File: config.mk
export PLATFORM = sky130hd
export DESIGN_NAME = uart_rx_flat
export DESIGN_NICKNAME = d
export VERILOG_FILES = /design/src/rtl/uart_rx_if.sv /design/src/rtl/uart_rx.sv /design/src/flat_wrapper.sv
export SDC_FILE = /design/constraint.sdc
export NUM_CORES = 1
export LEC_CHECK = 0
export BUFFER_PORTS_ARGS = -buffer_cell sky130_fd_sc_hd__buf_2
export CORE_MARGIN = 2
export CORE_UTILIZATION = 30
export CTS_CLUSTER_DIAMETER = 50
export DETAILED_ROUTE_END_ITERATION = 10
export PLACE_DENSITY_LB_ADDON = 0.15
export REMOVE_ABC_BUFFERS = 1
export SETUP_SLACK_MARGIN = 0.2
export SLEW_MARGIN = 20
export SYNTH_ARGS = -nofsm -noshare
export SYNTH_HDL_FRONTEND = slang
export SYNTH_SLANG_ARGS = --single-unit
File: constraint.sdc
create_clock -name clk -period 2.66 [get_ports clk]
set_input_delay 0.266 -clock clk [delete_from_list [all_inputs] [get_ports clk]]
set_output_delay 0.266 -clock clk [all_outputs]
set_load 0.05 [all_outputs]
File: src/rtl/uart_rx_if.sv
`default_nettype none
// ============================================================================
// Module   : uart_rx_if
// Purpose  : Serial line, tick enable and received-word bundle for uart_rx.
// Revision : 1.0
// ============================================================================
interface uart_rx_if #(
    parameter int DBIT = 8
);
    logic            s_tick;
    logic            rx;
    logic [DBIT-1:0] rx_dout;
    logic            rx_done_tick;
    logic            frame_err;

    modport master (
        output s_tick,
        output rx,
        input  rx_dout,
        input  rx_done_tick,
        input  frame_err
    );

    modport slave (
        input  s_tick,
        input  rx,
        output rx_dout,
        output rx_done_tick,
        output frame_err
    );
endinterface
`default_nettype wire

File: src/rtl/uart_rx.sv
`default_nettype none
// ============================================================================
// Module   : uart_rx
// Purpose  : 16x-oversampling UART receiver with framing-error flag.
// Revision : 1.0
// ============================================================================
module uart_rx #(
    parameter int DBIT    = 8,
    parameter int SB_TICK = 16
) (
    input  wire logic  clk,
    input  wire logic  reset,
    uart_rx_if.slave   bus
);

    typedef enum logic [1:0] {
        ST_IDLE  = 2'd0,
        ST_START = 2'd1,
        ST_DATA  = 2'd2,
        ST_STOP  = 2'd3
    } state_t;

    localparam logic [4:0] c_s_mid     = 5'd7;
    localparam logic [4:0] c_s_bit     = 5'd15;
    localparam logic [4:0] c_s_stop    = 5'(SB_TICK - 1);
    localparam logic [2:0] c_n_last    = 3'(DBIT - 1);

    state_t          r_state;
    state_t          w_state_next;
    logic [4:0]      r_s;
    logic [4:0]      w_s_next;
    logic [2:0]      r_n;
    logic [2:0]      w_n_next;
    logic [DBIT-1:0] r_b;
    logic [DBIT-1:0] w_b_next;
    logic [DBIT-1:0] r_dout;
    logic [DBIT-1:0] w_dout_next;
    logic            r_done;
    logic            w_done_next;
    logic            r_ferr;
    logic            w_ferr_next;
    logic            r_rx_meta;
    logic            r_rx_sync;

    // Synchronizer resets to the idle line level so reset never looks like a start bit
    always_ff @(posedge clk or posedge reset) begin
        if (reset) begin
            r_rx_meta <= 1'b1;
            r_rx_sync <= 1'b1;
        end else begin
            r_rx_meta <= bus.rx;
            r_rx_sync <= r_rx_meta;
        end
    end

    always_ff @(posedge clk or posedge reset) begin
        if (reset) begin
            r_state <= ST_IDLE;
            r_s     <= '0;
            r_n     <= '0;
            r_b     <= '0;
            r_dout  <= '0;
            r_done  <= 1'b0;
            r_ferr  <= 1'b0;
        end else begin
            r_state <= w_state_next;
            r_s     <= w_s_next;
            r_n     <= w_n_next;
            r_b     <= w_b_next;
            r_dout  <= w_dout_next;
            r_done  <= w_done_next;
            r_ferr  <= w_ferr_next;
        end
    end

    always_comb begin
        w_state_next = r_state;
        w_s_next     = r_s;
        w_n_next     = r_n;
        w_b_next     = r_b;
        w_dout_next  = r_dout;
        w_done_next  = 1'b0;
        w_ferr_next  = 1'b0;
        unique case (r_state)
            // Start detection runs every clk so the tick phase does not delay it
            ST_IDLE: begin
                if (!r_rx_sync) begin
                    w_s_next     = '0;
                    w_state_next = ST_START;
                end
            end
            ST_START: begin
                if (bus.s_tick) begin
                    if (r_s == c_s_mid) begin
                        w_s_next     = '0;
                        w_n_next     = '0;
                        w_state_next = r_rx_sync ? ST_IDLE : ST_DATA;
                    end else begin
                        w_s_next = r_s + 5'd1;
                    end
                end
            end
            ST_DATA: begin
                if (bus.s_tick) begin
                    if (r_s == c_s_bit) begin
                        w_s_next = '0;
                        w_b_next = {r_rx_sync, r_b[DBIT-1:1]};
                        if (r_n == c_n_last) begin
                            w_state_next = ST_STOP;
                        end else begin
                            w_n_next = r_n + 3'd1;
                        end
                    end else begin
                        w_s_next = r_s + 5'd1;
                    end
                end
            end
            ST_STOP: begin
                if (bus.s_tick) begin
                    if (r_s == c_s_stop) begin
                        w_dout_next  = r_b;
                        w_done_next  = 1'b1;
                        w_ferr_next  = ~r_rx_sync;
                        w_state_next = ST_IDLE;
                    end else begin
                        w_s_next = r_s + 5'd1;
                    end
                end
            end
            default: w_state_next = ST_IDLE;
        endcase
    end

    assign bus.rx_dout      = r_dout;
    assign bus.rx_done_tick = r_done;
    assign bus.frame_err    = r_ferr;

endmodule
`default_nettype wire

File: src/flat_wrapper.sv
// flat-port wrapper written by rule: the top's interface ports become plain ports
module uart_rx_flat 
#(
    parameter int DBIT    = 8,
    parameter int SB_TICK = 16
)
  (clk, reset, bus_s_tick, bus_rx, bus_rx_dout, bus_rx_done_tick, bus_frame_err);
  uart_rx_if #(.DBIT(DBIT)) bus_i ();
  input  wire logic clk;
  input  wire logic reset;
  input wire logic [$bits(bus_i.s_tick)-1:0] bus_s_tick;
  input wire logic [$bits(bus_i.rx)-1:0] bus_rx;
  output wire logic [$bits(bus_i.rx_dout)-1:0] bus_rx_dout;
  output wire logic [$bits(bus_i.rx_done_tick)-1:0] bus_rx_done_tick;
  output wire logic [$bits(bus_i.frame_err)-1:0] bus_frame_err;
  assign bus_i.s_tick = bus_s_tick;
  assign bus_i.rx = bus_rx;
  assign bus_rx_dout = bus_i.rx_dout;
  assign bus_rx_done_tick = bus_i.rx_done_tick;
  assign bus_frame_err = bus_i.frame_err;
  uart_rx #(.DBIT(DBIT), .SB_TICK(SB_TICK)) u_core (.clk(clk), .reset(reset), .bus(bus_i));
endmodule
# == Yosys cells after proc, flatten, opt, wreduce, memory -nomap -nowiden ==
# Cells that the tools add are included.
# classes
add_sub_neg,2
n_eq_ne,16
muxes,30
bitwise_logic,1
reduce_logical,7
# ops
operator,count
$mux W5,7
$pmux W5 S4,1
$mux W2,9
$mux W3,5
$ne A2 B2 Y1 const B,6
$ne A2 B1 Y1 const B,4
$pmux W2 S4,1
$reduce_and A8 Y1,1
$mux W1,6
$pmux W3 S2,1
$reduce_and A3 Y1,2
$reduce_and A6 Y1,1
$add A5 B1 Y5 const B,1
$eq A5 B3 Y1 const B,1
$eq A5 B4 Y1 const B,1
$reduce_and A5 Y1,1
$eq A2 B2 Y1 const B,2
$add A3 B1 Y3 const B,1
$eq A3 B3 Y1 const B,1
$eq A2 B1 Y1 const B,1
$logic_not A2 Y1,1
$reduce_bool A2 Y1,1
$not A1 Y1,1
# word_totals
regBits,30
in_bits,4
out_inout_bits,10
wordCells,65

# == Depth between registers and ports, before layout ==
# Gate-level depths: netlist (run 1).
# depth
depth_word,5
ltp_mapped,8
ltp_nobuf,8

# == Least setup slack after synthesis (run 1) ==
# OpenSTA, ideal clock, no wires.
# synth_path
path_type,reg-to-reg
startpoint,reg u_core.r_s[0]
endpoint,reg u_core.r_s[3]
setup_ps,126
t_arrival_ps,1881
required_time_ps,2534
path_slack_ps,653
path_stages_with_launch,7
n_path_buf,0
cell_sequence,dfrtp_1 > ha_1 > and3_1 > ha_1 > a21bo_1 > a211o_4 > a221o_1
# synth_between
elab_chain_cells,4
elab_cells_between_ends,12
# synth_rtl
item,line_no,source
from (decl),uart_rx.sv:30,logic [4:0] r_s;
from (signal assigned),uart_rx.sv:67,r_s <= w_s_next;
"$add A5 B1 Y5, or another cell as far along","uart_rx.sv:99, uart_rx.sv:114, uart_rx.sv:126",
$mux W5 (on tied branches),"uart_rx.sv:120, uart_rx.sv:94, uart_rx.sv:105",
$mux W5 (on tied branches),"uart_rx.sv:119, uart_rx.sv:93, uart_rx.sv:104",
$pmux W5 S4,uart_rx.sv:84,unique case (r_state)
# Several ways; a longest one is shown, not always the timed one. The select of a mux whose other input is x is not followed.
# A chain may end at the register's enable or synchronous reset.

# == Worst setup path after layout (run 1) ==
# Same ends and word-level chain as after synthesis.

==> results of run 1 <==
[through the flow]
step | worst slack [ns] | power [W] | cells | area (um^2) | hold slack, ns
2_1_floorplan | 0.6535 | 0.0008050 | 112 | 1376 | 0.2705
3_3_place_gp | 0.5787 | 0.0008685 | 178 | 1514 | 0.2140
3_5_place_dp | 0.5484 | 0.0008728 | 178 | 1514 | 0.2177
4_1_cts | 0.5497 | 0.001320 | 187 | 1630 | 0.07708
5_1_grt | 0.4051 | 0.001406 | 187 | 1630 | 0.06472
6_report | 0.5511 | 0.001298 | 187 | 1630 | 0.08567
[cell families (layout without fill, tap and decap cells)]
group	count (synthesis)	in the layout
flip-flops	30	30
multiplexers	17	17
adder cells (fa/ha/maj)	6	6
buffers and inverters	11	29
AO/OA/AOI/OAI	23	23
AND/OR/NAND/NOR	30	30
[routing by layer]
layer / wire, um / global-route usage [%]
met5: 0 / 0
met4: 47 / 5.031
met3: 87 / 5.000
met2: 1086 / 16.62
met1: 1217 / 14.94
[synth_stat cells]
cell	count
nor3b_1	2
inv_1	6
a22oi_1	2
o21bai_1	1
a211o_4	1
and3_1	1
dfrtp_1	28
nand2_1	7
or3_1	1
nand3_1	2
buf_4	1
o21ai_0	1
nand4_1	1
nor3_1	1
mux2_2	17
o2bb2ai_1	2
a21o_1	1
a311oi_1	1
nor4b_2	1
a21oi_1	7
a21bo_1	1
a2bb2oi_1	1
nor2b_1	4
a22o_1	1
ha_1	6
nand4bb_1	1
buf_2	2
nand2b_1	1
clkbuf_1	2
dfstp_2	2
a31oi_1	2
nor2_1	8
o21a_1	1
a221o_1	1
[worst max path at each step]
stage	start	to	slack, ns	cells after the start
6_report	u_core.r_s[0]	u_core.r_s[3]	0.55	6
5_1_grt	u_core.r_s[0]	u_core.bus.rx_dout[6]	0.41	5
4_1_cts	u_core.r_s[0]	u_core.r_s[3]	0.55	6
3_5_place_dp	u_core.r_s[0]	u_core.r_s[3]	0.55	6
3_3_place_gp	u_core.r_s[0]	u_core.r_s[3]	0.58	6
2_1_floorplan	u_core.r_s[0]	u_core.r_s[3]	0.65	6
[layout make-up]
| class | count | area, um^2 | area share, % |
|---|---|---|---|
| Inverter | 6 | 22.52 | 1.381 |
| Multi-Input combinational cell | 76 | 600.6 | 36.84 |
| Sequential cell | 30 | 753.2 | 46.20 |
| Clock inverter | 1 | 30.03 | 1.842 |
| Tap cell | 52 | 65.06 | 3.991 |
| Clock buffer | 7 | 76.32 | 4.682 |
| Timing Repair Buffer | 15 | 82.58 | 5.065 |
[what timing repair did]
action / 4_1_cts / 5_1_grt
hold buffers: 1 / 0
endpoints found under the hold margin: 7 / 0
gates resized for setup: 0 / 0
[power by group through the flow]
stage	Combinational (W)	Sequential [W]	Clock, W
2_1_floorplan	0.000213	0.000592	0
3_3_place_gp	0.000258	0.000610	0
3_5_place_dp	0.000262	0.000611	0
4_1_cts	0.000264	0.000602	0.000454
5_1_grt	0.000305	0.000619	0.000482
6_report	0.000259	0.000602	0.000437
[state kept, by name, indices dropped and copies added (netlist names), named ones only]
register and flops:
u_core.r_rx_meta 1, u_core.r_rx_sync 1, u_core.r_s 5, u_core.bus.frame_err 1, u_core.bus.rx_dout 8, u_core.bus.rx_done_tick 1, u_core.r_n 3, u_core.r_state 1
u_core.r_b 8
==> results.md, run 1 <==
- Status: completed
- Critical Path Start Type: flip-flop
- # setup viols final: 0
- CTS Buf Count: 5
- H-Tree Depth: 2
- Largest net degree at the start of global routing: 24
- Register area share after synthesis: 53.75%
- Layout cells sized above 1: 30.37%
- Internal: approximately 0.00092 W
- Switch share: 29.04%
- FF-to-FF End: u_core.r_s[3]
- Reg2reg start: u_core.r_s[0]
- Combinational share of power: about a fifth
- Share of the clock period used by the worst path: 79.28%
- Antenna-violating nets left: 0
- Req. time, crit path: 2.82 ns
- VDD IR-drop max: 297.6 uV
- Iteration-0 DRC Markers: 27
- Crit-path max FO: 8
- Vias per Instance: 4.877
- CP dominant cell by count: ha_1
- # fillers: 434
- Max-Cap Viols: 0
- Min Tclk post-route: 2.109 ns
- Mux cell area share after synthesis: 13.66%
- Worst hold path type: primary input to flip-flop
- Area added between synthesis and finish: 16.34%
- Yosys top cell by area: dfrtp_1
- Hold path start: bus_rx
- Sink of the worst hold path: u_core.r_rx_meta
- Count of synthesis-stage warnings from yosys: 0
- Compound-Gate Fraction of Synth Area: 12.23%
- RSZ-0062 raised after global routing: false
- Synth top area cells: dfrtp_1, mux2_2, ha_1
- Root buf cell: clkbuf_8
- Fin Setup TNS: 0 ns
- Initial antenna violation count: 0
- CP Data Arrival Time: ~2.3 ns
- Ant diodes: 0
- DRC: 0
- Yosys top cell area share: 50.00%
- First-pass GRT wire length: around 4500 um
- Most common cell after layout, fill and taps aside: dfrtp_1
- Most frequent cells in the layout: dfrtp_1, mux2_2, buf_2
- Hold Crit Depth: 1
- Vias in the first global route: 936
- Slew Viols, Final: 0
- CTS sink cnt: 30
- Clock skew: between 0.001 and 0.0015 ns
- Grt ovf: 0
- Synth Area in Adders: 5.357%
- Die Y-Extent: 72.35 um
- Core footprint: ~4400 um^2
- Worst Setup Path Type: flip-flop to flip-flop
- CTS tree: done
- Nature of the critical path endpoint: flip-flop
- Vias: between 900 and 1000
- Total leakage power: about 0.8 nW
- Final Hold Viols: 0
- Drt wl/cell: 13.04 um
- Total GRT Usage: between 10% and 20%
- Flop2flop setup slack: 0.55 ns
- IO buf count: 13
- Die area: 5234 um^2
- Main combinational cell family by area after synthesis: multiplexers
- XOR/XNOR share of the synthesized area: 0%
- Delay-heaviest family, CP: compound AO/OA/AOI/OAI gates
- Worst-Skew Late Latency: 0.27 ns
- CP Buf/Inv Count: 0
- Mapped Avg Cell Area: 11.98 um^2
- Slowest cell on crit path: dfrtp_1
- Final GP Congestion: 0.7597
- Fin nets: 144
- Simple-gate share of the synthesized area: 11.61%
- Syn Inst Count: ~120
- Reg clk slew, reported paths: 0.06 ns
- Final Util: 36.93%
- Seq pwr share: between 40% and 50%
- Max incr delay on CP: about 0.4 ns
- Seq cells post-synth: 30
- Distinct cell type count after synthesis: 34
- Synthesized area: ~1400 um^2
- Initial core utilization: 31.75%
- Slew headroom: 64.51%
- Worst-Margin Slew: 0.5307 ns
- IO Pins: 14
- Setup bufs post-CTS: 0
- Switch Pwr: 0.0003769 W
- Clock power share: 33.7%
- Worst r2r path cells: 6
- F_max: 474.2 MHz
- WL final: 2438 um
- CP Cell Sequence: ha_1 > and3_1 > ha_1 > a21bo_1 > a211o_4 > a221o_1
- CTS max path bufs: 2
- Power per cell area: 796.2 nW/um^2
- DRT Pass-1 Iters: 4
- DP Wirelength: 1729 um
- Placement Rows: 24
- Die Wd: 72.35 um
Power figures use the tool's default switching activity.
==> run 2: changes to the inputs <==
- clock period: 2.66 -> 1.95 ns (I/O delays scaled with it)
==> results.md, run 2 (synthesized netlist as in run 1, its figures left out) <==
- Root buf cell: clkbuf_8
- IO Pins: 14
- CTS tree: done
- Most frequent cells in the layout: dfrtp_1, mux2_2, buf_2, buf_4, a21oi_1
- Final Util: 41.21%
- DRC: 0
- Critical Path Start Type: flip-flop
- Total leakage power: about 0.9 nW
- Worst r2r path cells: 6
- WL final: around 2700 um
- Most common cell after layout, fill and taps aside: dfrtp_1
- Switch share: 32.09%
- Switch Pwr: between 0.0006 and 0.0007 W
- Hold path start: bus_rx
- H-Tree Depth: 2
- Die Wd: 72.35 um
- Fin nets: between 150 and 200
- Power per cell area: roughly 1100 nW/um^2
- RSZ-0062 raised after global routing: true
- Seq pwr share: 39.9%
- CTS sink cnt: 30
- Max-Cap Viols: 0
- Reg clk slew, reported paths: 0.07 ns
- Placement Rows: 24
- Slowest cell on crit path: dfrtp_1
- CP Cell Sequence: ha_2 > and3_4 > ha_4 > a21bo_1 > a211o_4 > a221o_1
- Flop2flop setup slack: between 0.08 and 0.09 ns
- Reg2reg start: u_core.r_s[0]
- Hold Crit Depth: 1
- # setup viols final: 0
- Antenna-violating nets left: 0
- Worst hold path type: primary input to flip-flop
- # fillers: 410
- Worst-Skew Late Latency: 0.28 ns
- Layout cells sized above 1: 46.00%
- Post-route insts no fill: 202
- Initial core utilization: a little under a third
- CP Data Arrival Time: a little over 2 ns
- Total power: ~0.0019 W
- Min Tclk post-route: ~1.9 ns
- VDD IR-drop max: 451.5 uV
- Vias per Instance: 4.906
- Status: completed
- Worst Setup Path Type: flip-flop to flip-flop
- Die area: around 5200 um^2
- Total GRT Usage: between 10% and 20%
- Max incr delay on CP: 0.38 ns
- Slew Viols, Final: 0
- Internal: 0.001319 W
- DRT Pass-1 Iters: 4
- Drt wl/cell: 13.50 um
- Slew headroom: roughly two thirds
- Final Hold Viols: 0
- Initial antenna violation count: 0
- IO buf count: 13
- First-pass GRT wire length: 4802 um
- Core footprint: 4414 um^2
- Worst-Margin Slew: 0.5198 ns
- CTS Buf Count: 5
- Crit-path max FO: 7
- Combinational share of power: 33.5%
- Nature of the critical path endpoint: flip-flop
- Die Y-Extent: 72.35 um
- CTS max path bufs: 2
- Largest net degree at the start of global routing: 18
- Share of the clock period used by the worst path: 95.77%
- FF-to-FF End: u_core.r_s[3]
- Sink of the worst hold path: u_core.r_rx_meta
- Ant diodes: 0
- Vias: slightly below 1000
- Grt ovf: 0
- F_max: 535.5 MHz
- Clock power share: 26.6%
- Final GP Congestion: 0.7790
- Iteration-0 DRC Markers: 41
- Req. time, crit path: 2.12 ns
- DP Wirelength: 1890 um
- Worst hold margin: 0.02088 ns
- Fin Setup TNS: 0 ns
- Clock skew: between 0.008 and 0.009 ns
- Area added between synthesis and finish: 29.82%
- DP Cell Count: between 150 and 200
- Vias in the first global route: 1038
[run 2: layout make-up]
class	count	area, um^2	area share, %
Clock buffer	6	82.58	4.539
Clock inverter	2	12.51	0.6878
Inverter	6	22.52	1.238
Multi-Input combinational cell	76	659.4	36.24
Sequential cell	30	753.2	41.40
Tap cell	52	65.06	3.576
Timing Repair Buffer	30	224.0	12.31
[run 2: through the flow]
stage | setup WS [ns] | cell area, um^2
finish | 0.08252 | 1819
global route | 0.03321 | 1819
CTS | 0.1106 | 1769
detailed placement | -0.07582 | 1607
global placement | -0.03211 | 1607
floorplan | -0.05649 | 1376
[run 2: critical path, delay by kind of cell (launching register included)]
kind / cells / cell delay [ns]
simple gates: 1 / 0.16
compound gates: 3 / 0.87
flops: 1 / 0.38
fa+ha+maj: 2 / 0.35
[run 2: power groups by stage]
stage / clock [W] / sequential, W / combinational (W)
3_5_place_dp: 0 / 0.000777 / 0.000508
3_3_place_gp: 0 / 0.000774 / 0.000495
5_1_grt: 0.000565 / 0.000787 / 0.000724
4_1_cts: 0.000537 / 0.000767 / 0.000584
2_1_floorplan: 0 / 0.000807 / 0.000291
6_report: 0.000517 / 0.000776 / 0.000650
[run 2: routing by layer]
| layer | vias up | GRT usage (%) | wire length [um] | part of all wire [%] |
|---|---|---|---|---|
| met4 | 0 | 6.080 | 55 | 2.0 |
| met3 | 7 | 3.472 | 87 | 3.2 |
| met5 | - | 0 | 0 | 0 |
| li1 | 480 | - | - | - |
| met1 | 489 | 14.26 | 1273 | 47 |
| met2 | 15 | 19.67 | 1311 | 48 |
[run 2: timing repair]
item / 4_1_cts / 5_1_grt
endpoints found under the hold margin: 9 / 0
buffers inserted: 3 / 3
gates resized for setup: 8 / 8
pin swaps: 8 / 2
hold buffers: 1 / 0
setup endpoints to repair: 21 / 24
[run 2: how the worst max path moves through the flow]
stage | end | start | slack, ns
floorplan | u_core.r_s[3] | u_core.r_s[0] | -0.06
global placement | u_core.r_s[3] | u_core.r_s[0] | -0.03
detailed placement | u_core.r_s[3] | u_core.r_s[0] | -0.08
CTS | u_core.r_s[3] | u_core.r_s[1] | 0.11
global route | u_core.r_s[2] | u_core.r_s[0] | 0.03
finish | u_core.r_s[3] | u_core.r_s[0] | 0.08
